`src/rtl/frame_deframer_pkg.sv`:
```
// deframer_pkg: shared types and constants for the frame deframer.
//   state_t      - parser states HUNT, LEN, PAYLOAD, CHECK
//   SYNC_DEFAULT - default sync byte (8'hA5)
//   BYTE_W       - byte width
//   fifo_entry_t - output FIFO entry {last, data}
package deframer_pkg;

    localparam int BYTE_W = 8;
    localparam logic [BYTE_W-1:0] SYNC_DEFAULT = 8'hA5;

    typedef enum logic [1:0] {
        HUNT    = 2'd0,
        LEN     = 2'd1,
        PAYLOAD = 2'd2,
        CHECK   = 2'd3
    } state_t;

    typedef struct packed {
        logic              last;
        logic [BYTE_W-1:0] data;
    } fifo_entry_t;

endpackage

```
`src/rtl/frame_deframer_if.sv`:
```
// frame_deframer_if: bit input, payload byte stream and status of the deframer.
//   bit_valid/bit_in : recovered bit strobe and value (MSB first)
//   out_valid/out_ready/out_data/out_last : payload byte stream
//   frame_done/frame_ok/len_err : one-cycle status pulses
//   overflow  : sticky "payload byte dropped" flag
//   state_dbg : current parser state
//
// Handshake: a byte transfers on every cycle where out_valid & out_ready are
// both high at the rising clock edge. While out_valid is high and out_ready is
// low, out_data/out_last hold their value; out_valid never drops without a
// transfer except on reset.
interface frame_deframer_if;
    import deframer_pkg::*;

    logic                bit_valid;
    logic                bit_in;
    logic                out_valid;
    logic [BYTE_W-1:0]   out_data;
    logic                out_last;
    logic                out_ready;
    logic                frame_done;
    logic                frame_ok;
    logic                len_err;
    logic                overflow;
    state_t              state_dbg;

    // Deframer side.
    modport master (
        input  bit_valid, bit_in, out_ready,
        output out_valid, out_data, out_last,
        output frame_done, frame_ok, len_err, overflow, state_dbg
    );

    // Bit source / byte consumer side.
    modport slave (
        output bit_valid, bit_in, out_ready,
        input  out_valid, out_data, out_last,
        input  frame_done, frame_ok, len_err, overflow, state_dbg
    );
endinterface

```
`src/rtl/frame_deframer_byte_fifo.sv`:
```
// byte_fifo: synchronous FIFO of {last, data} entries.
//   clk, rst  : clock, synchronous active-high reset
//   push      : write push_data when not full (ignored when full)
//   full      : count == DEPTH
//   pop       : drop the head entry when not empty
//   empty     : count == 0
//   head      : head entry; all-zero when empty
// Fullness is judged on the registered count, so a pop in the same cycle
// does not make room for a push into a full FIFO.
module byte_fifo
    import deframer_pkg::*;
#(
    parameter int DEPTH = 4
) (
    input  logic        clk,
    input  logic        rst,
    input  logic        push,
    input  fifo_entry_t push_data,
    output logic        full,
    input  logic        pop,
    output logic        empty,
    output fifo_entry_t head
);
    localparam int AW = $clog2(DEPTH);

    fifo_entry_t     mem [DEPTH];
    logic [AW-1:0]   wr_ptr;
    logic [AW-1:0]   rd_ptr;
    logic [AW:0]     count;
    logic            do_push;
    logic            do_pop;

    assign full    = (count == (AW+1)'(DEPTH));
    assign empty   = (count == '0);
    assign do_push = push & ~full;
    assign do_pop  = pop & ~empty;
    assign head    = empty ? '0 : mem[rd_ptr];

    always_ff @(posedge clk) begin
        if (do_push) begin
            mem[wr_ptr] <= push_data;
        end
    end

    always_ff @(posedge clk) begin
        if (rst) begin
            wr_ptr <= '0;
            rd_ptr <= '0;
            count  <= '0;
        end else begin
            if (do_push) begin
                wr_ptr <= wr_ptr + AW'(1);
            end
            if (do_pop) begin
                rd_ptr <= rd_ptr + AW'(1);
            end
            case ({do_push, do_pop})
                2'b10:   count <= count + (AW+1)'(1);
                2'b01:   count <= count - (AW+1)'(1);
                default: count <= count;
            endcase
        end
    end
endmodule

```
`src/rtl/frame_deframer.sv`:
```
// frame_deframer: hunts for a sync byte in a recovered bit stream, then parses
// LEN, LEN payload bytes and an XOR checksum byte. Payload bytes leave through
// byte_fifo; per-frame status is pulsed on frame_done/frame_ok/len_err.
//   clk, rst : clock, synchronous active-high reset
//   bus      : frame_deframer_if.master (bit input, byte stream, status)
module frame_deframer
    import deframer_pkg::*;
#(
    parameter logic [7:0] SYNC       = SYNC_DEFAULT,
    parameter int         MAX_LEN    = 16,
    parameter int         FIFO_DEPTH = 4
) (
    input  logic               clk,
    input  logic               rst,
    frame_deframer_if.master   bus
);
    localparam logic [BYTE_W-1:0] MAX_LEN_B = BYTE_W'(MAX_LEN);

    state_t             state;
    logic [BYTE_W-1:0]  sr;
    logic [BYTE_W-1:0]  sr_next;
    logic [2:0]         bit_cnt;
    logic [BYTE_W-1:0]  csum;
    logic [BYTE_W-1:0]  remaining;
    logic               drop_flag;
    logic               frame_done_q;
    logic               frame_ok_q;
    logic               len_err_q;
    logic               overflow_q;

    logic               byte_done;
    logic               len_bad;
    logic               fifo_push;
    logic               fifo_full;
    logic               fifo_empty;
    fifo_entry_t        fifo_in;
    fifo_entry_t        fifo_head;

    // sr_next is the byte as it stands after the current bit is shifted in;
    // all byte decisions are taken on it so they land on the completing edge.
    assign sr_next   = {sr[BYTE_W-2:0], bus.bit_in};
    assign byte_done = bus.bit_valid && (bit_cnt == 3'd7);
    assign len_bad   = (sr_next == '0) || (sr_next > MAX_LEN_B);
    assign fifo_push = (state == PAYLOAD) && byte_done;
    assign fifo_in   = '{last: (remaining == BYTE_W'(1)), data: sr_next};

    byte_fifo #(.DEPTH(FIFO_DEPTH)) u_fifo (
        .clk       (clk),
        .rst       (rst),
        .push      (fifo_push),
        .push_data (fifo_in),
        .full      (fifo_full),
        .pop       (bus.out_ready),
        .empty     (fifo_empty),
        .head      (fifo_head)
    );

    always_ff @(posedge clk) begin
        if (rst) begin
            state        <= HUNT;
            sr           <= '0;
            bit_cnt      <= '0;
            csum         <= '0;
            remaining    <= '0;
            drop_flag    <= 1'b0;
            frame_done_q <= 1'b0;
            frame_ok_q   <= 1'b0;
            len_err_q    <= 1'b0;
            overflow_q   <= 1'b0;
        end else begin
            frame_done_q <= 1'b0;
            frame_ok_q   <= 1'b0;
            len_err_q    <= 1'b0;

            if (bus.bit_valid) begin
                sr      <= sr_next;
                bit_cnt <= bit_cnt + 3'd1;
            end

            case (state)
                HUNT: begin
                    if (bus.bit_valid && (sr_next == SYNC)) begin
                        state     <= LEN;
                        bit_cnt   <= '0;
                        drop_flag <= 1'b0;
                    end
                end
                LEN: begin
                    if (byte_done) begin
                        csum <= sr_next;
                        if (len_bad) begin
                            len_err_q <= 1'b1;
                            state     <= HUNT;
                        end else begin
                            remaining <= sr_next;
                            state     <= PAYLOAD;
                        end
                    end
                end
                PAYLOAD: begin
                    if (byte_done) begin
                        csum      <= csum ^ sr_next;
                        remaining <= remaining - BYTE_W'(1);
                        // A dropped byte is lost for good; parsing carries on
                        // so the checksum byte still lines up.
                        if (fifo_full) begin
                            overflow_q <= 1'b1;
                            drop_flag  <= 1'b1;
                        end
                        if (remaining == BYTE_W'(1)) begin
                            state <= CHECK;
                        end
                    end
                end
                CHECK: begin
                    if (byte_done) begin
                        frame_done_q <= 1'b1;
                        frame_ok_q   <= (sr_next == csum) && !drop_flag;
                        state        <= HUNT;
                    end
                end
                default: state <= HUNT;
            endcase
        end
    end

    assign bus.out_valid  = !fifo_empty;
    assign bus.out_data   = fifo_head.data;
    assign bus.out_last   = fifo_head.last;
    assign bus.frame_done = frame_done_q;
    assign bus.frame_ok   = frame_ok_q;
    assign bus.len_err    = len_err_q;
    assign bus.overflow   = overflow_q;
    assign bus.state_dbg  = state;
endmodule

```
`src/flat_wrapper.sv`:
```
// flat-port wrapper written by rule: the top's interface ports become plain ports
module frame_deframer_flat import deframer_pkg::*;
#(
    parameter logic [7:0] SYNC       = SYNC_DEFAULT,
    parameter int         MAX_LEN    = 16,
    parameter int         FIFO_DEPTH = 4
)
  (clk, rst, bus_bit_valid, bus_bit_in, bus_out_ready, bus_out_valid, bus_out_data, bus_out_last, bus_frame_done, bus_frame_ok, bus_len_err, bus_overflow, bus_state_dbg);
  frame_deframer_if bus_i ();
  input  logic clk;
  input  logic rst;
  input wire logic [$bits(bus_i.bit_valid)-1:0] bus_bit_valid;
  input wire logic [$bits(bus_i.bit_in)-1:0] bus_bit_in;
  input wire logic [$bits(bus_i.out_ready)-1:0] bus_out_ready;
  output wire logic [$bits(bus_i.out_valid)-1:0] bus_out_valid;
  output wire logic [$bits(bus_i.out_data)-1:0] bus_out_data;
  output wire logic [$bits(bus_i.out_last)-1:0] bus_out_last;
  output wire logic [$bits(bus_i.frame_done)-1:0] bus_frame_done;
  output wire logic [$bits(bus_i.frame_ok)-1:0] bus_frame_ok;
  output wire logic [$bits(bus_i.len_err)-1:0] bus_len_err;
  output wire logic [$bits(bus_i.overflow)-1:0] bus_overflow;
  output wire logic [$bits(bus_i.state_dbg)-1:0] bus_state_dbg;
  assign bus_i.bit_valid = bus_bit_valid;
  assign bus_i.bit_in = bus_bit_in;
  assign bus_i.out_ready = bus_out_ready;
  assign bus_out_valid = bus_i.out_valid;
  assign bus_out_data = bus_i.out_data;
  assign bus_out_last = bus_i.out_last;
  assign bus_frame_done = bus_i.frame_done;
  assign bus_frame_ok = bus_i.frame_ok;
  assign bus_len_err = bus_i.len_err;
  assign bus_overflow = bus_i.overflow;
  assign bus_state_dbg = bus_i.state_dbg;
  frame_deframer #(.SYNC(SYNC), .MAX_LEN(MAX_LEN), .FIFO_DEPTH(FIFO_DEPTH)) u_core (.clk(clk), .rst(rst), .bus(bus_i));
endmodule
```
`config.mk`:
```
export PLATFORM = sky130hd
export DESIGN_NAME = frame_deframer_flat
export DESIGN_NICKNAME = d
export VERILOG_FILES = /design/src/rtl/frame_deframer_pkg.sv /design/src/rtl/frame_deframer_if.sv /design/src/rtl/frame_deframer_byte_fifo.sv /design/src/rtl/frame_deframer.sv /design/src/flat_wrapper.sv
export SDC_FILE = /design/constraint.sdc
export NUM_CORES = 1
export LEC_CHECK = 0
export CAP_MARGIN = 15
export CORE_MARGIN = 5
export CORE_UTILIZATION = 59
export CTS_CLUSTER_DIAMETER = 100
export DETAILED_ROUTE_END_ITERATION = 12
export GPL_ROUTABILITY_DRIVEN = 0
export GPL_TIMING_DRIVEN = 0
export PLACE_DENSITY = 0.88
export SLEW_MARGIN = 20
export SYNTH_ARGS = -nofsm -noshare
export SYNTH_HDL_FRONTEND = slang
export SYNTH_SLANG_ARGS = --single-unit
```
`constraint.sdc`:
```
create_clock -name clk -period 3.2 [get_ports clk]
set_input_delay 0.64 -clock clk [delete_from_list [all_inputs] [get_ports clk]]
set_output_delay 0.64 -clock clk [all_outputs]
set_load 0.1 [all_outputs]
```
---- After elaboration in Yosys (flattened, before gate mapping) ----
Memories as Yosys holds them, arrays and structs flattened. A register that Yosys moved wholly into a read port is not among the register bits.
Cells that the tools add are included.
storage, ports and cells
  output and inout bits ................... 16
  bits in registers ....................... 40
  memories ................................ 1
  word-level logic and storage cells ...... 96
  bits in writable memories ............... 36
operators by class
  bitwise logic cells ..................... 8
  equal/unequal tests ..................... 17
  multiplexer cells ....................... 29
  $lt $le $gt $ge ......................... 1
  add/sub/neg operators ................... 6
  reduce and logical (&&, ||, !) cells .... 21
memory list
  memory             depth  bits a word  rd ports  clocked after memory_dff  write ports  line                            source
  u_core.u_fifo.mem  4      9            1         1                         1            frame_deframer_byte_fifo.sv:26  fifo_entry_t mem [DEPTH];
operators by type and width
  operator                                                               count
  8-bit 2-to-1 mux                                                       5
  8-bit case mux with 2 select lines                                     2
  2-bit 2-to-1 mux                                                       8
  3-bit 2-to-1 mux                                                       3
  9-bit 2-to-1 mux                                                       1
  8-bit by 1-bit equality test with 1-bit output, second input constant  1
  8-bit equality test                                                    1
  8-bit equality test, second input constant                             1
  8-bit by 5-bit > comparator with 1-bit output, second input constant   1
  8-bit zero test                                                        1
  2-bit by 1-bit != test with 1-bit output, second input constant        4
  2-bit case mux with 4 select lines                                     1
  4-bit AND reduction                                                    2
  8-bit by 1-bit subtractor with 8-bit output, second input constant     1
  8-bit bitwise XOR                                                      1
  1-bit 2-to-1 mux                                                       7
  3-bit by 1-bit adder with 3-bit output, second input constant          2
  2-bit equality test, second input constant                             3
  3-bit equality test, second input constant                             2
  2-bit != test, second input constant                                   3
  3-bit case mux with 2 select lines                                     1
  3-bit AND reduction                                                    2
  2-bit nonzero test                                                     3
  3-bit OR reduction                                                     2
  other kinds (13)                                                       24

---- Depth between registers and ports, before layout ----
Gate-level depths: netlist (run 1).
  depth after elaboration ................. 6
  gate-level depth with buffers ........... 12

---- Cells and area by module ----
A second synthesis (run 1) with hierarchy kept.
unflattened totals
  cell total of the unflattened synthesis .. 326
  area total of the unflattened synthesis .. 3,758.6 um^2
modules (own cells, without submodules)
  module          cells each  instances  area each (um^2)  seq. area each (um^2)
  byte_fifo       111         1          1,930.6           1,261.2
  frame_deframer  215         1          1,828.0           660.6

---- Worst setup path before layout (run 1) ----
Ideal clock, no wire load.
  path type ............................... register -> output
  start point ............................. register u_core.u_fifo.count[2]
  end point ............................... output port bus_out_data[0]
  data arrival time ....................... 2,349 ps
  setup slack ............................. 211 ps
  stages on the path, launching flop included .. 4
  cells stage by stage .................... dfxtp_1 or3_1 clkbuf_1 and2_1
on the way
  word-level cells in the longest chain between the ends .. 2
RTL lines
  what                    line                            source
  from (decl)             frame_deframer_byte_fifo.sv:29  logic [AW:0] count;
  from (signal assigned)  frame_deframer_byte_fifo.sv:58  2'b10: count <= count + (AW+1)'(1);
  from (signal assigned)  frame_deframer_byte_fifo.sv:59  2'b01: count <= count - (AW+1)'(1);
  from (signal assigned)  frame_deframer_byte_fifo.sv:60  default: count <= count;
  3-bit zero test         frame_deframer_byte_fifo.sv:34  assign empty = (count == '0);
  9-bit 2-to-1 mux        frame_deframer_byte_fifo.sv:37  assign head = empty ? '0 : mem[rd_ptr];
  to (decl)               flat_wrapper.sv:16              output wire logic [$bits(bus_i.out_data)-1:0] bus_out_data;
Every way passes these cells.

==> metrics list, run 1 <==
- The initial antenna violation count was 0.
- The detailed router finished its first iteration with 140 violations.
- Port buffering added 20 buffers.
- The number of cells on the worst reg-to-reg path is 12.
* Cell depth of the worst hold path: 2
* Fraction of the mapped netlist area in simple logic gates: 17.0%
- Of all nets on the critical path, the largest fanout is 9.
- After filler insertion, the fill cell instance count of the layout stands at 428.
- After routing, the total negative slack on setup checks comes to 0 ns.
- Post-Synthesis Net Count: 336
* Final net count: 367
- Initial core utilization: 61.3%
- Antenna cell count: 0
* Yosys synthesis warning count: 0
* Post-synth top flop: dfxtp_1
- Of the total synthesized cell area, the portion taken by full adders, half adders and majority gates is 3.61%.
* CTS Buf Count: 9
- Quantity of hold-fixing buffers added after cts: 0
- Period utilisation layout: 94.6%
- Cells fill 70.2% of the core in the end.
- Cell area after synthesis: 3670 um2
- The synthesized netlist devotes 3.58% of its cell area to XOR and XNOR gates.
- The clock drives 78 sinks.
- Part of the Yosys area used for sequential elements: 52.3%
- Post-Route WL: 7070 um
- Once detailed placement completed, the half-perimeter wirelength came to 4890 um.
* Global route overflow: 0
* Min-Delay Startpoint: u_core.bus.overflow
* Residual DRC: 0
* H-tree levels: 3
- Entering global routing, the biggest net connects 15 pins.
- Critical R2R Launch: u_core.bit_cnt[0]
- Post-detailed-route via-to-cell ratio: 5.81
- Outcome: complete, no violations
- Post-synthesis to final-layout area growth: 14.4%
- For the pin with the worst max-slew slack, the measured transition is 0.973 ns.
- Hold Fails Final Rpt: 0
- Largest family of logic cells by synthesized area: simple AND/OR/NAND/NOR gates
* Final Instance Count excl. Fillers: 432
- The worst setup path is captured at an output pin.
* Vias in the first global route: 2336
* Achievable frequency: 0.330 GHz
* Critical path launch point type: flop
- Area of the die: 7900 um2
* Class of the worst hold path: reg2reg
- In the synthesized netlist the async set-or-reset flop fraction comes to 0%.
- After routing the design area is 4200 um2.
- The synthesized netlist devotes 9.81% of its cell area to compound gates.
- Placement-stage cell area: 3970 um2
* Avg WL per Cell: 16.4 um
- All-Layer GR Usage: 19.0%
* First-pass GRT wire length: 11300 um
- Setup violations remaining at the end of the flow were counted as 0.
- Area of the multi-input gates: 1570 um2
- In this run the critical register-to-register path is captured at u_core.u_fifo.count[2].
- TritonCTS clock tree: done
* Share of cell area taken by muxes after synthesis: 8.79%
- The design draws 1.98 mW.
- For hold timing, the worst endpoint is u_core.bus.overflow.
- Share of the synthesized area in the top cell type: 29.4%
- Counting flops and latches in the post-synthesis netlist gives 78.
* Row cnt: 28
* Pre-CTS setup slack: 0.169 ns
- Sequential standard cell area: 1920 um2
- Core box area: 5990 um2
* Clock latency of the later-clocked register in the worst-skew pair: 0.34 ns
* Area contributors post-synth: edfxtp_1 (29%), dfxtp_1 (23%), mux4_2 (5.5%)
- Power density over cell area: 472 nW/um2
* Static leakage power: 1.54 nW
- Synthesis produced a netlist whose cell count is 321.
- Layout cells sized above 1: 14.0%
- Clock-pin slew on the worst setup and hold paths: 0.08 ns
- Data arrival at the endpoint of the critical path: 2.39 ns
- Worst hold slack: 0.457 ns
- Die height: 88.9 um
* Maximum vdd drop: 289 uV
- Synth unique cells: 58
- Internal reg-to-reg setup slack: 0.67 ns
* Post-synthesis cell type with the largest combined area: edfxtp_1
- Slew headroom: 34.9%
- Syn avg cell area: 11.4 um2
* Final critical delay including setup and external delays: 3.03 ns
* Final antenna-violating net count: 0
- Critical Path RT: 2.56 ns
* First-pass iteration count of the detailed router: 4
* Post-route setup slack: 0.173 ns
- The cell sitting at the root of the clock tree is a clkbuf_8.
- Measured along the x axis, the die boundary spans 88.9 um.
* Final slew viol count: 0
* DR vias: 2511
- Number of maximum-capacitance violations: 0
- Cell count after placement: 416
* Maximum clock insertion buffer count: 2
- On the final layout, the worst clock skew is 0.00613 ns.
- Setup repair after global routing left no endpoint under its margin.
- Worst setup path category: reg2out
- Number of flops mapped to enable cells by yosys: 36
- I/O pin total: 21
## kinds of logic after synthesis
family | Yosys count
xor+xnor | 15
mux | 21
buf+inv | 34
flops | 78
compound gates | 56
fa+ha+maj | 10
simple gates | 107
## Yosys cell counts (5+ instances only)
library cell   n
nand2b_1       5
nor3_1         8
nand3_1        8
o21ai_0       12
edfxtp_1      36
and2_1        20
xor2_1         6
dfxtp_1       42
nand2_1        6
mux2i_1       12
buf_2          6
mux4_2         9
xnor2_1        9
a21oi_1       13
buf_4          8
clkbuf_1       8
nor2_1        33
ha_1           9
inv_1         10
## area by class of cell
type,count,share of cell area (%)
flip-flops and latches,78,45.7
multi-input cells,209,37.4
repair buffers,20,4.55
plain buffers,24,3.39
clock buffers,9,2.95
clock inverters,7,2.89
well taps,75,2.23
inverters,10,0.893
## layer usage
metal | up-vias | global-route usage (%) | share of wire [%]
met3 | 6 | 3.59 | 4.8
li1 | 1225 | - | -
met5 | - | 0 | 0
met1 | 1213 | 24.0 | 44
met2 | 67 | 31.8 | 51
met4 | 0 | 8.65 | 1.0
## repair_timing
item | CTS | global route
pin swaps | 0 | 0
endpoints found under the setup margin | 9 | 1
setup buffers | 0 | 0
gates resized for setup | 9 | 1
## flip-flops by register name, indices dropped and copies added (netlist names), 2 cells and up, named ones only
signal	cells
u_core.u_fifo.mem	36
u_core.csum	8
u_core.remaining	8
u_core.sr	7
u_core.bit_cnt	3
u_core.u_fifo.count	3
u_core.u_fifo.rd_ptr	2
u_core.u_fifo.wr_ptr	2
## worst max-delay path by stage
stage / startpoint / to / slack (ns) / depth (start not counted)
6_report: flop / bus_out_data[2] / 0.17 / 4
2_1_floorplan: u_core.u_fifo.count[2] / bus_out_data[0] / 0.21 / 3
3_3_place_gp: bus_bit_valid / u_core.u_fifo.count[2] / 0.23 / 11
3_5_place_dp: bus_bit_valid / u_core.u_fifo.count[2] / 0.17 / 11
5_1_grt: flop / bus_out_data[2] / 0.04 / 4
4_1_cts: u_core.u_fifo.count[2] / bus_out_valid / 0.09 / 3
## power by group
part | total (mW) | internal, mW | switching (mW)
clock network | 0.878 | 0.522 | 0.357
logic | 0.0612 | 0.0267 | 0.0345
registers | 1.04 | 1.04 | 0.00385
total | 1.98 | 1.59 | 0.395
## placed cells by master (no fill, tap or decap), types with 10 or more instances in the layout
cell type        instances
a21oi_1                 13
and2_1                  20
clkdlybuf4s50_1         10
dfxtp_1                 42
edfxtp_1                36
inv_1                   10
mux2i_1                 12
nor2_1                  33
o21ai_0                 12
## worst max-delay path: stages, from the launching register on
cell and delay [ns]:
dfxtp_1 0.32, clkbuf_1 0.44, mux4_2 0.31, and2_1 0.12
dlygate4sd2_1 0.85
No activity file was read; power rests on OpenSTA's default activity.
==> run 2: changes to the inputs <==
- clock period: 3.2 -> 2.8 ns (I/O delays scaled with it)
==> run 2 against run 1 <==
Global-route usage grew 0.82 points. Power grew 11%. Non-clock buffer count stayed put. Largest cell class unchanged. Combinational power grew 13%. Die area did not move. Clock power increased by 6.2%. Utilization down 0.21 points. Count of clock-buffer cells in the layout is the same. First-iteration DRC count shrank 34%. Worst setup slack got worse by 0.073 ns. Clock skew up 0.0035 ns.
==> metrics list, run 2 (synthesis gave the netlist of run 1 again) <==
* Critical path launch point type: flop
* Post-CTS setup buffer count: 0 (unchanged)
- Total design power: 2.19 mW (+11%)
- Number of maximum-capacitance violations: 0 (unchanged)
- The vertical die dimension is 88.9 um (unchanged).
* Worst setup path category: reg2out
- Setup repair after global routing left no endpoint under its margin.
- Residual DRC: 0 (unchanged)
- Cells along the critical path: buf_2 > mux4_2 > and2_1 > clkdlybuf4s15_2
- The sum of net half-perimeters after detailed placement was 4960 um (+1.5%).
* Count of routing violations after the opening detailed-route iteration: 92 (-34%)
- The library cells used most frequently in the layout, excluding fill and tap cells, are dfxtp_1 (42), edfxtp_1 (36), nor2_1 (33).
- Clock-pin slew on the worst setup and hold paths: 0.08 ns (about the same)
* Top fanout value on the critical path: 9 (unchanged)
- The data required time at the worst endpoint was 2.24 ns (-0.32 ns).
- Count of final setup violators: 0 (unchanged)
* Data arrival at the endpoint of the critical path: 2.14 ns (-0.25 ns)
- The maximum number of pins on one net before global-route repair came to 15 (unchanged).
* Min-Delay Startpoint: u_core.bus.overflow
- Area of the die: 7900 um2 (unchanged)
- In this run the clock root is driven by a clkbuf_8.
- The power density normalized to cell area came to 524 nW/um2 (+11%).
- From synthesis to final layout, the design area changed by 14.1%.
- The effective utilization at floorplan came to 61.3% (unchanged).
* I/O Buffers: 20 (unchanged)
- Worst slew pin tran: 0.973 ns (-0.000751 ns)
* Core box area: 5990 um2 (unchanged)
* Final critical delay including setup and external delays: 2.70 ns
- The number of flip-flops under the largest register name is 36 (unchanged).
* Critical R2R Launch: u_core.bit_cnt[0]
- The per-cell via count in the routed design came to 5.87 (+1.0%).
- Number of cells traversed by the worst register-to-register path: 12 (unchanged)
- Derived from the worst setup path, the maximum achievable clock frequency is 0.370 GHz.
* Clock latency of the later-clocked register in the worst-skew pair: 0.36 ns (+0.02 ns)
* First-pass iteration count of the detailed router: 4 (unchanged)
- The run finished with clean final reports.
* Period utilisation layout: 96.4%
- The combined global-route utilization of all metal layers is 19.9% (+0.82 points).
- Critical Path End Type: output pin
- The pre-CTS worst setup slack came to -0.159 ns (-0.328 ns).
- The worst hold margin is 0.452 ns (-0.00511 ns).
* Final antenna-violating net count: 0 (unchanged)
* Row cnt: 28 (unchanged)
- Antenna cell count: 0 (unchanged)
* CTS Buf Count: 9 (unchanged)
- Post-route setup slack: 0.101 ns (-0.0727 ns)
- Most common cell after layout, fill and taps aside: dfxtp_1
* Clock Sink Count: 78 (unchanged)
- The largest individual stage delay along the critical path comes from the cell mux4_2.
- The final layout net count came to 367 (unchanged).
* First-pass GRT wire length: 11800 um (+4.3%)
- Vias in the first global route: 2444 (+4.6%)
- TritonCTS built the clock tree.
* Biggest register: u_core.u_fifo.mem
- The routed wire length per instance is 16.4 um (+0.34%).
- The top-level I/O count was 21 (unchanged).
- Layout cells sized above 1: 16.8% (+2.8 points)
- The global-route congestion overflow total came to 0 (unchanged).
- Worst clock skew on the final layout: 0.00959 ns (+0.00346 ns)
- The reported leakage power was 1.47 nW (-4.1%).
* Hold EP: u_core.bus.overflow
* Maximum vdd drop: 384 uV (+33%)
* Cell depth of the worst hold path: 2 (unchanged)
- Internal reg-to-reg setup slack: 0.25 ns (-0.42 ns)
- DR vias: 2536 (+1.0%)
* Worst r2r dst: u_core.u_fifo.count[2]
* Final slew viol count: 0 (unchanged)
* Class of the worst hold path: reg2reg
* Post-Route WL: 7090 um (+0.34%)
- Largest regs: u_core.u_fifo.mem x36, u_core.csum x8, u_core.remaining x8
- The hold violation count in the final report is 0 (unchanged).
* Slew headroom: 35.0% (+0.050 points)
* Maximum clock insertion buffer count: 2 (unchanged)
- Initial antenna violation count: 0 (unchanged)
- H-tree levels: 3 (unchanged)
* Chip width: 88.9 um (unchanged)
- The delay of the slowest critical-path stage came to 0.53 ns (-0.32 ns).
run 2: cell count changes in the layout (fill, tap and decap cells not counted), sizes merged:
cell           previous run  this run
buf                      16        17
bufinv                    3         2
clkdlybuf4s15             0         8
clkinv                    3         2
clkinvlp                  0         1
dlygate4sd2               9         1
dlymetal6s2s              1         0
inv                      11        12
run 2: stage by stage:
step	cell area [um2]	std cells	TNS [ns]	utilization (%)
finish	4190	432	0	69.9
global route	4190	432	0	69.9
CTS	4200	432	0	70.1
detailed placement	3970	416	-0.644	66.2
global placement	3970	416	-0.428	66.2
floorplan	3670	321	0	-
run 2: critical path: cells and delay by family, from the launching register on:
kind	cells	cell delay, ns
mux	1	0.53
flops	1	0.31
buf+inv	2	0.77
simple gates	1	0.17
run 2: cell type report:
cell class | count | area, um2
fillers | 423 | 1800
clock inverters | 7 | 95.1
inverters | 10 | 37.5
plain buffers | 24 | 144
repair buffers | 20 | 204
well taps | 75 | 93.8
flip-flops and latches | 78 | 1920
clock buffers | 9 | 124
multi-input cells | 209 | 1570
run 2: worst max-delay path by stage:
stage	startpoint	end	slack (ns)	depth (start not counted)
finish	flop	bus_out_data[3]	0.10	4
global route	flop	bus_out_data[3]	0.003	4
CTS	flop	bus_out_data[7]	0.06	4
detailed placement	bus_bit_valid	u_core.u_fifo.count[2]	-0.16	11
global placement	bus_bit_valid	u_core.u_fifo.count[2]	-0.07	11
floorplan	flop	u_core.u_fifo.count[2]	0.0008	10
run 2: power breakdown:
| part | switching, mW | internal, mW |
|---|---|---|
| Sequential | 0.00444 | 1.19 |
| Clock | 0.428 | 0.505 |
| Combinational | 0.0389 | 0.0305 |
| Total | 0.471 | 1.72 |
run 2: metal layers:
layer	vias to the layer above	share of wire (%)	GRT usage, %
met4	0	2.5	7.83
met2	60	50	33.4
met3	18	4.3	5.81
li1	1235	-	-
met1	1223	43	24.0
met5	-	0	0
run 2: repair_timing:
action | in CTS | in global routing
endpoints found under the setup margin | 10 | 1
hold buffers | 0 | 0
gates resized for setup | 28 | 2
==> run 3: changes to the inputs <==
- CORE_UTILIZATION: 59 -> 30
- PLACE_DENSITY: 0.88 -> 0.55
==> run 3 against run 2 <==
Die area increased by 84%. Highest routed layer unchanged. Maximum frequency increased by 1.3%. Global-route usage decreased by 8.5 points. Cell count increased by 16%. Critical path type unchanged.
==> metrics list, run 3 (synthesis gave the netlist of run 1 again) <==
- The flow ran to the end, and the final reports show no timing, DRC or antenna violations.
- Worst setup path category: reg2out
- Post-DP HPWL: 5270 um (+6.2%)
* Avg WL per Cell: 15.4 um (-6.3%)
- Maximum vdd drop: 336 uV (-12%)
- H-tree levels: 3 (unchanged)
- I/O pin total: 21 (unchanged)
- The per-cell via count in the routed design was 4.97 (-15%).
- Layout cells sized above 1: 15.7% (-1.1 points)
- Period utilisation layout: 95.2% (-1.2 points)
- Placement-stage cell area: 4060 um2 (+2.3%)
- The count of standard-cell rows was 40 (+43%).
- Residual DRC: 0 (unchanged)
* Initial antenna violation count: 0 (unchanged)
- Part of the power in the clock network: 47.2% (+4.7 points)
- The number of buffers added to fix hold violations after cts is 0 (unchanged).
* Core box area: 12000 um2 (+100%)
- Initial core utilization: 30.6% (-31 points)
- Critical path launch point type: flop
- The power density normalized to cell area came to 553 nW/um2 (+5.6%).
- Critical R2R Launch: u_core.bit_cnt[0]
* Logic pwr share: 3.0% (-0.2 points)
- The clock skew after layout is 0.00667 ns (-0.00292 ns).
* Most frequent cells in the layout: dfxtp_1 (42), edfxtp_1 (36), nor2_1 (33)
- Unrepaired setup endpoints after global routing: no
- The global-route wire length before repair was 12900 um (+9.0%).
- Global route overflow: 0 (unchanged)
- The horizontal extent of the die was 121 um (+36%).
- Die height: 121 um (+36%)
* Number of maximum-capacitance violations: 0 (unchanged)
- The signal arrival time at the worst endpoint came to 2.10 ns (-0.04 ns).
- Switching part of the total: 20.3% (-1.2 points)
- DR vias: 2499 (-1.5%)
* Largest regs: u_core.u_fifo.mem x36, u_core.csum x8, u_core.remaining x8
- Final net count: 366 (-0.27%)
* NetSw: 0.486 mW (+3.1%)
- The number of flip-flops under the largest register name was 36 (unchanged).
* Final slew viol count: 0 (unchanged)
- Capture point of the critical path: bus_out_data[0]
- The data required time at the worst endpoint was 2.24 ns (about the same).
* Count of routing violations after the opening detailed-route iteration: 147 (+60%)
* First-pass iteration count of the detailed router: 4 (unchanged)
* Number of cells traversed by the worst register-to-register path: 12 (unchanged)
- The sequential power share is 49.9% (-4.4 points).
* Achievable frequency: 0.375 GHz (+1.3%)
- Clock latency of the later-clocked register in the worst-skew pair: 0.34 ns (-0.02 ns)
- Area of the multi-input gates: 1580 um2 (+0.48%)
- The sequential cell area was 1920 um2 (unchanged).
- TritonCTS built the clock tree.
- The clock transition at the registers of the reported paths was 0.06 ns (-0.02 ns).
- Post-Route WL: 7730 um (+9.0%)
- The relative slew slack came to 35.3% (+0.32 points).
- Internal reg-to-reg setup slack: 0.27 ns (+0.02 ns)
- The worst register-to-register path ends at u_core.u_fifo.count[2].
- The combined global-route utilization of all metal layers came to 11.4% (-8.5 points).
* Final antenna-violating net count: 0 (unchanged)
- CTS Buf Count: 9 (unchanged)
- The number of global-route vias before repair is 2495 (+2.1%).
- STA classifies the critical path endpoint as an output pin.
- Class of the worst hold path: reg2reg
- Hold Fails Final Rpt: 0 (unchanged)
- Post-synthesis to final-layout area growth: 18.0%
- The maximum fanout encountered on the critical timing path was 9 (unchanged).
* Post-CTS setup buffer count: 0 (unchanged)
- The finished layout cell area is 4330 um2 (+3.4%).
- Antenna cell count: 0 (unchanged)
- The cell count after placement was 488 (+17%).
- Worst slew pin tran: 0.968 ns (-0.00473 ns)
- The final cell count without fillers was 503 (+16%).
- The reported leakage power came to 1.50 nW (+1.8%).
* Maximum number of pins on one net before global-route repair: 14 (-1)
- I/O Buffers: 20 (unchanged)
- Fill cell total of the finished layout: 1192 (+180%)
- Maximum clock insertion buffer count: 2 (unchanged)
- TNS Setup: 0 ns (unchanged)
- Count of final setup violators: 0 (unchanged)
- The area enclosed by the die boundary came to 14600 um2 (+84%).
- u_core.u_fifo.mem holds more flip-flops than any other register.
- Leaving out fill and tap cells, the most frequent cell in the layout is dfxtp_1.
* Clock Sink Count: 78 (unchanged)
- The internal cell power was 1.91 mW (+11%).
- Clock root buffer master: clkbuf_16
- Final critical delay including setup and external delays: 2.66 ns (-0.0349 ns)
## run 3: cell count changes in the layout (fill, tap and decap cells not counted), moves of 3 or more
| cell | previous run | this run |
|---|---|---|
| clkbuf_8 | 9 | 0 |
| buf_2 | 7 | 10 |
| clkbuf_16 | 0 | 9 |
| clkdlybuf4s15_2 | 8 | 5 |
## run 3: layout make-up
class / instances / area share, %
plain buffers: 23 / 3.24
inverters: 10 / 0.867
well taps: 147 / 4.25
repair buffers: 20 / 4.27
clock buffers: 12 / 5.46
clock inverters: 4 / 1.13
multi-input cells: 209 / 36.4
flip-flops and latches: 78 / 44.4
## run 3: what timing repair did
item	4_1_cts	5_1_grt
endpoints found under the setup margin	10	9
gates resized for setup	28	9
endpoints found under the hold margin	0	0
## run 3: power by group through the flow
| stage | clock network [mW] | registers [mW] | logic, mW |
|---|---|---|---|
| 2_1_floorplan | 0 | 1.22 | 0.0490 |
| 6_report | 1.13 | 1.19 | 0.0713 |
| 5_1_grt | 1.21 | 1.19 | 0.0781 |
| 4_1_cts | 1.16 | 1.19 | 0.0721 |
| 3_3_place_gp | 0 | 1.22 | 0.0706 |
| 3_5_place_dp | 0 | 1.22 | 0.0716 |
## run 3: critical path: stages (launching register included)
cell and delay (ns):
dfxtp_1 0.30, buf_2 0.31, mux4_2 0.54, and2_1 0.17, clkdlybuf4s15_2 0.46
## run 3: worst min-delay path by stage
stage | from | endpoint | slack, ns | cells past startpoint
floorplan | u_core.drop_flag | u_core.drop_flag | 0.45 | 2
global placement | u_core.bus.overflow | u_core.bus.overflow | 0.44 | 2
detailed placement | u_core.bus.overflow | u_core.bus.overflow | 0.44 | 2
CTS | u_core.bus.overflow | u_core.bus.overflow | 0.46 | 2
global route | u_core.bus.overflow | u_core.bus.overflow | 0.47 | 2
finish | u_core.bus.overflow | u_core.bus.overflow | 0.46 | 2
## run 3: through the flow
stage               total power [mW]  util [%]  hold slack [ns]  worst slack [ns]
floorplan                       1.27         -            0.448          0.000779
global placement                1.29      33.8            0.440            -0.133
detailed placement              1.29      33.8            0.442            -0.170
CTS                             2.43      36.2            0.459            0.0378
global route                    2.48      36.1            0.472          0.000286
finish                          2.39      36.1            0.459             0.135
## run 3: layer usage
| layer | global-route usage (%) | vias up | wire length (um) |
|---|---|---|---|
| met3 | 4.12 | 4 | 228 |
| met2 | 17.6 | 38 | 3600 |
| met1 | 14.7 | 1229 | 3840 |
| li1 | - | 1228 | - |
| met4 | 3.75 | 0 | 65 |
| met5 | 0 | - | 0 |
==> patch, RTL diff (config.mk and constraints of run 3) <==
Make the reset (`rst`) asynchronous in 2 clocked blocks. Comments in the files are not updated.
--- a/src/rtl/frame_deframer_byte_fifo.sv
+++ b/src/rtl/frame_deframer_byte_fifo.sv
@@ -42,7 +42,7 @@
         end
     end
 
-    always_ff @(posedge clk) begin
+    always_ff @(posedge clk or posedge rst) begin
         if (rst) begin
             wr_ptr <= '0;
             rd_ptr <= '0;
--- a/src/rtl/frame_deframer.sv
+++ b/src/rtl/frame_deframer.sv
@@ -55,7 +55,7 @@
         .head      (fifo_head)
     );
 
-    always_ff @(posedge clk) begin
+    always_ff @(posedge clk or posedge rst) begin
         if (rst) begin
             state        <= HUNT;
             sr           <= '0;
Formal check against the unedited RTL: differs if rst is asserted again (counterexample within 10 cycles, from zero or initial values and one cycle with rst high); with rst held inactive, the same outputs for 10 cycles.
==> patch against run 3 <==
  * Synthesized area decreased by 0.24%
  * Worst setup slack got worse by 25 ps
  * Highest routed layer unchanged
  * Global-route usage decreased by 0.75 points
  * Routed wire length decreased by 5.0%
  * First-iteration DRC count increased by 7.5%
  * Final area increased by 0.75%
  * Sequential cell count decreased by 2
  * Critical path type unchanged
  * Worst hold slack improved by 14 ps
  * Maximum frequency decreased by 0.94%
  * Synthesized cell count decreased by 11%
Power is not compared: it rests on default switching activity, and its combinational part moved more than twofold at a synthesized area within 25%.
==> patch: results (changes against run 3) <==
- The run finished with clean final reports.
- The post-placement setup slack is -253.1 ps (-82.64 ps).
- The data arrival at the endpoint of the critical path is 2130 ps (+30 ps).
- The die span in x is 120.5 um (-0.11%).
- The commonest cells after synthesis are dfrtp_1, edfxtp_1, nor2_1.
- The total routed wirelength is 7341 um (-5.0%).
- The number of global-route vias before repair is 2,315 (-7.2%).
- The sum of net half-perimeters after detailed placement is 5186 um (-1.5%).
- The highest-delay cell along the critical path is mux4_2.
- The tree is rooted in a clkbuf_16.
- The net count after synthesis is 301 (-10%).
- The number of fill cells is 1,163 (-2.4%).
- The post-synthesis async set-or-reset flop share was 0.5263 (+0.5263).
- The average via count per standard cell is 4.981 (+0.25%).
- The peak fanout along the critical path was 10 (+1).
- The all-layer global routing usage was 0.1061 (-0.007507).
- The routing usage on met3 came to 0.02666 (-0.01450).
- The global routing met2 resource utilization is 0.1729 (-0.002794).
- The largest net degree at the start of global routing came to 22 (+8).
- The count of cell types in the netlist was 45 (-22%).
- The share of final-layout standard cells stronger than drive strength 1 is 0.1770 (+0.01972).
- The most common flop cell mapped by yosys is dfrtp_1.
- The first-pass GRT wire length is 12,030 um (-6.4%).
- The largest clock skew in the final design is 8.584 ps (+1.917 ps).
- The DRC marker count from the first detailed-route iteration is 158 (+7.5%).
- The total combinational power is 0.00169 W.
- The number of resized instances in the post-cts repair step was 36 (+29%).
- The depth of the worst register-to-register path was 11 (-1).
- For this design the static power due to leakage is 1.596 nW.
- The routed length on met2 is 3704 um (+2.9%).
- The final layout net count is 332 (-9.3%).
- The amount of wire on met3 after detailed routing was 245 um (+7.5%).
- The routed length on met1 was 3330 um (-13%).
- The clock group total power is 0.00116 W.
- The met1 track utilization from global routing came to 0.1365 (-0.01094).
- The worst hold path depth is 1 (-1).
- The portion of the post-synthesis area used by sequential elements is 0.5683 (+0.04497).
- The relative max-transition margin is 0.3503 (-0.002404).
- Yosys attributes the largest share of cell area to edfxtp_1, dfrtp_1, mux4_2.
- In the final layout, the registers with the most flip-flops are u_core.u_fifo.mem: 36 flops, u_core.csum: 8 flops, u_core.remaining: 8 flops.
==> patch: per-stage QoR <==
| stage | hold slack, ps | area [um^2] | TNS [ps] | total power (W) | instances |
|---|---|---|---|---|---|
| 2_1_floorplan | 443.3 | 3665 | 0 | 0.002831 | 286 |
| 3_3_place_gp | 464.8 | 4049 | -5645 | 0.003202 | 453 |
| 3_5_place_dp | 470.8 | 4076 | -5517 | 0.003231 | 454 |
| 4_1_cts | 479.5 | 4362 | -18.75 | 0.004345 | 470 |
| 5_1_grt | 506.9 | 4364 | 0 | 0.004502 | 469 |
| 6_report | 472.1 | 4364 | 0 | 0.004285 | 469 |
==> patch: area by class of cell <==
type / count / area share
clock inverters: 7 / 0.01720
clock buffers: 9 / 0.05161
inverters: 11 / 0.009461
well taps: 147 / 0.04214
multi-input cells: 180 / 0.3326
plain buffers: 18 / 0.02122
flip-flops and latches: 76 / 0.4771
repair buffers: 21 / 0.04874
==> patch: cell families after synthesis <==
family	after synthesis	share of synthesized area
mux	23	0.09631
fa+ha+maj	10	0.03620
xor+xnor	15	0.03586
compound gates	51	0.09871
simple gates	81	0.1281
buf+inv	30	0.03654
flops	76	0.5683
==> patch: worst paths after layout <==
check	from	to	slack (ps)
max	u_core.u_fifo.rd_ptr[0]$_DFFE_PP0P_	bus_out_data[4]	110
min	u_core.remaining[7]$_DFFE_PP0P_	u_core.remaining[7]$_DFFE_PP0P_	470
max reg2reg	u_core.bit_cnt[0]$_DFF_PP0_	u_core.u_fifo.count[2]$_DFFE_PP0P_	340
min reg2reg	u_core.remaining[7]$_DFFE_PP0P_	u_core.remaining[7]$_DFFE_PP0P_	470
max in group asynchronous	rst	u_core.csum[5]$_DFFE_PP0P_	1740
min in group asynchronous	rst	u_core.remaining[2]$_DFFE_PP0P_	570
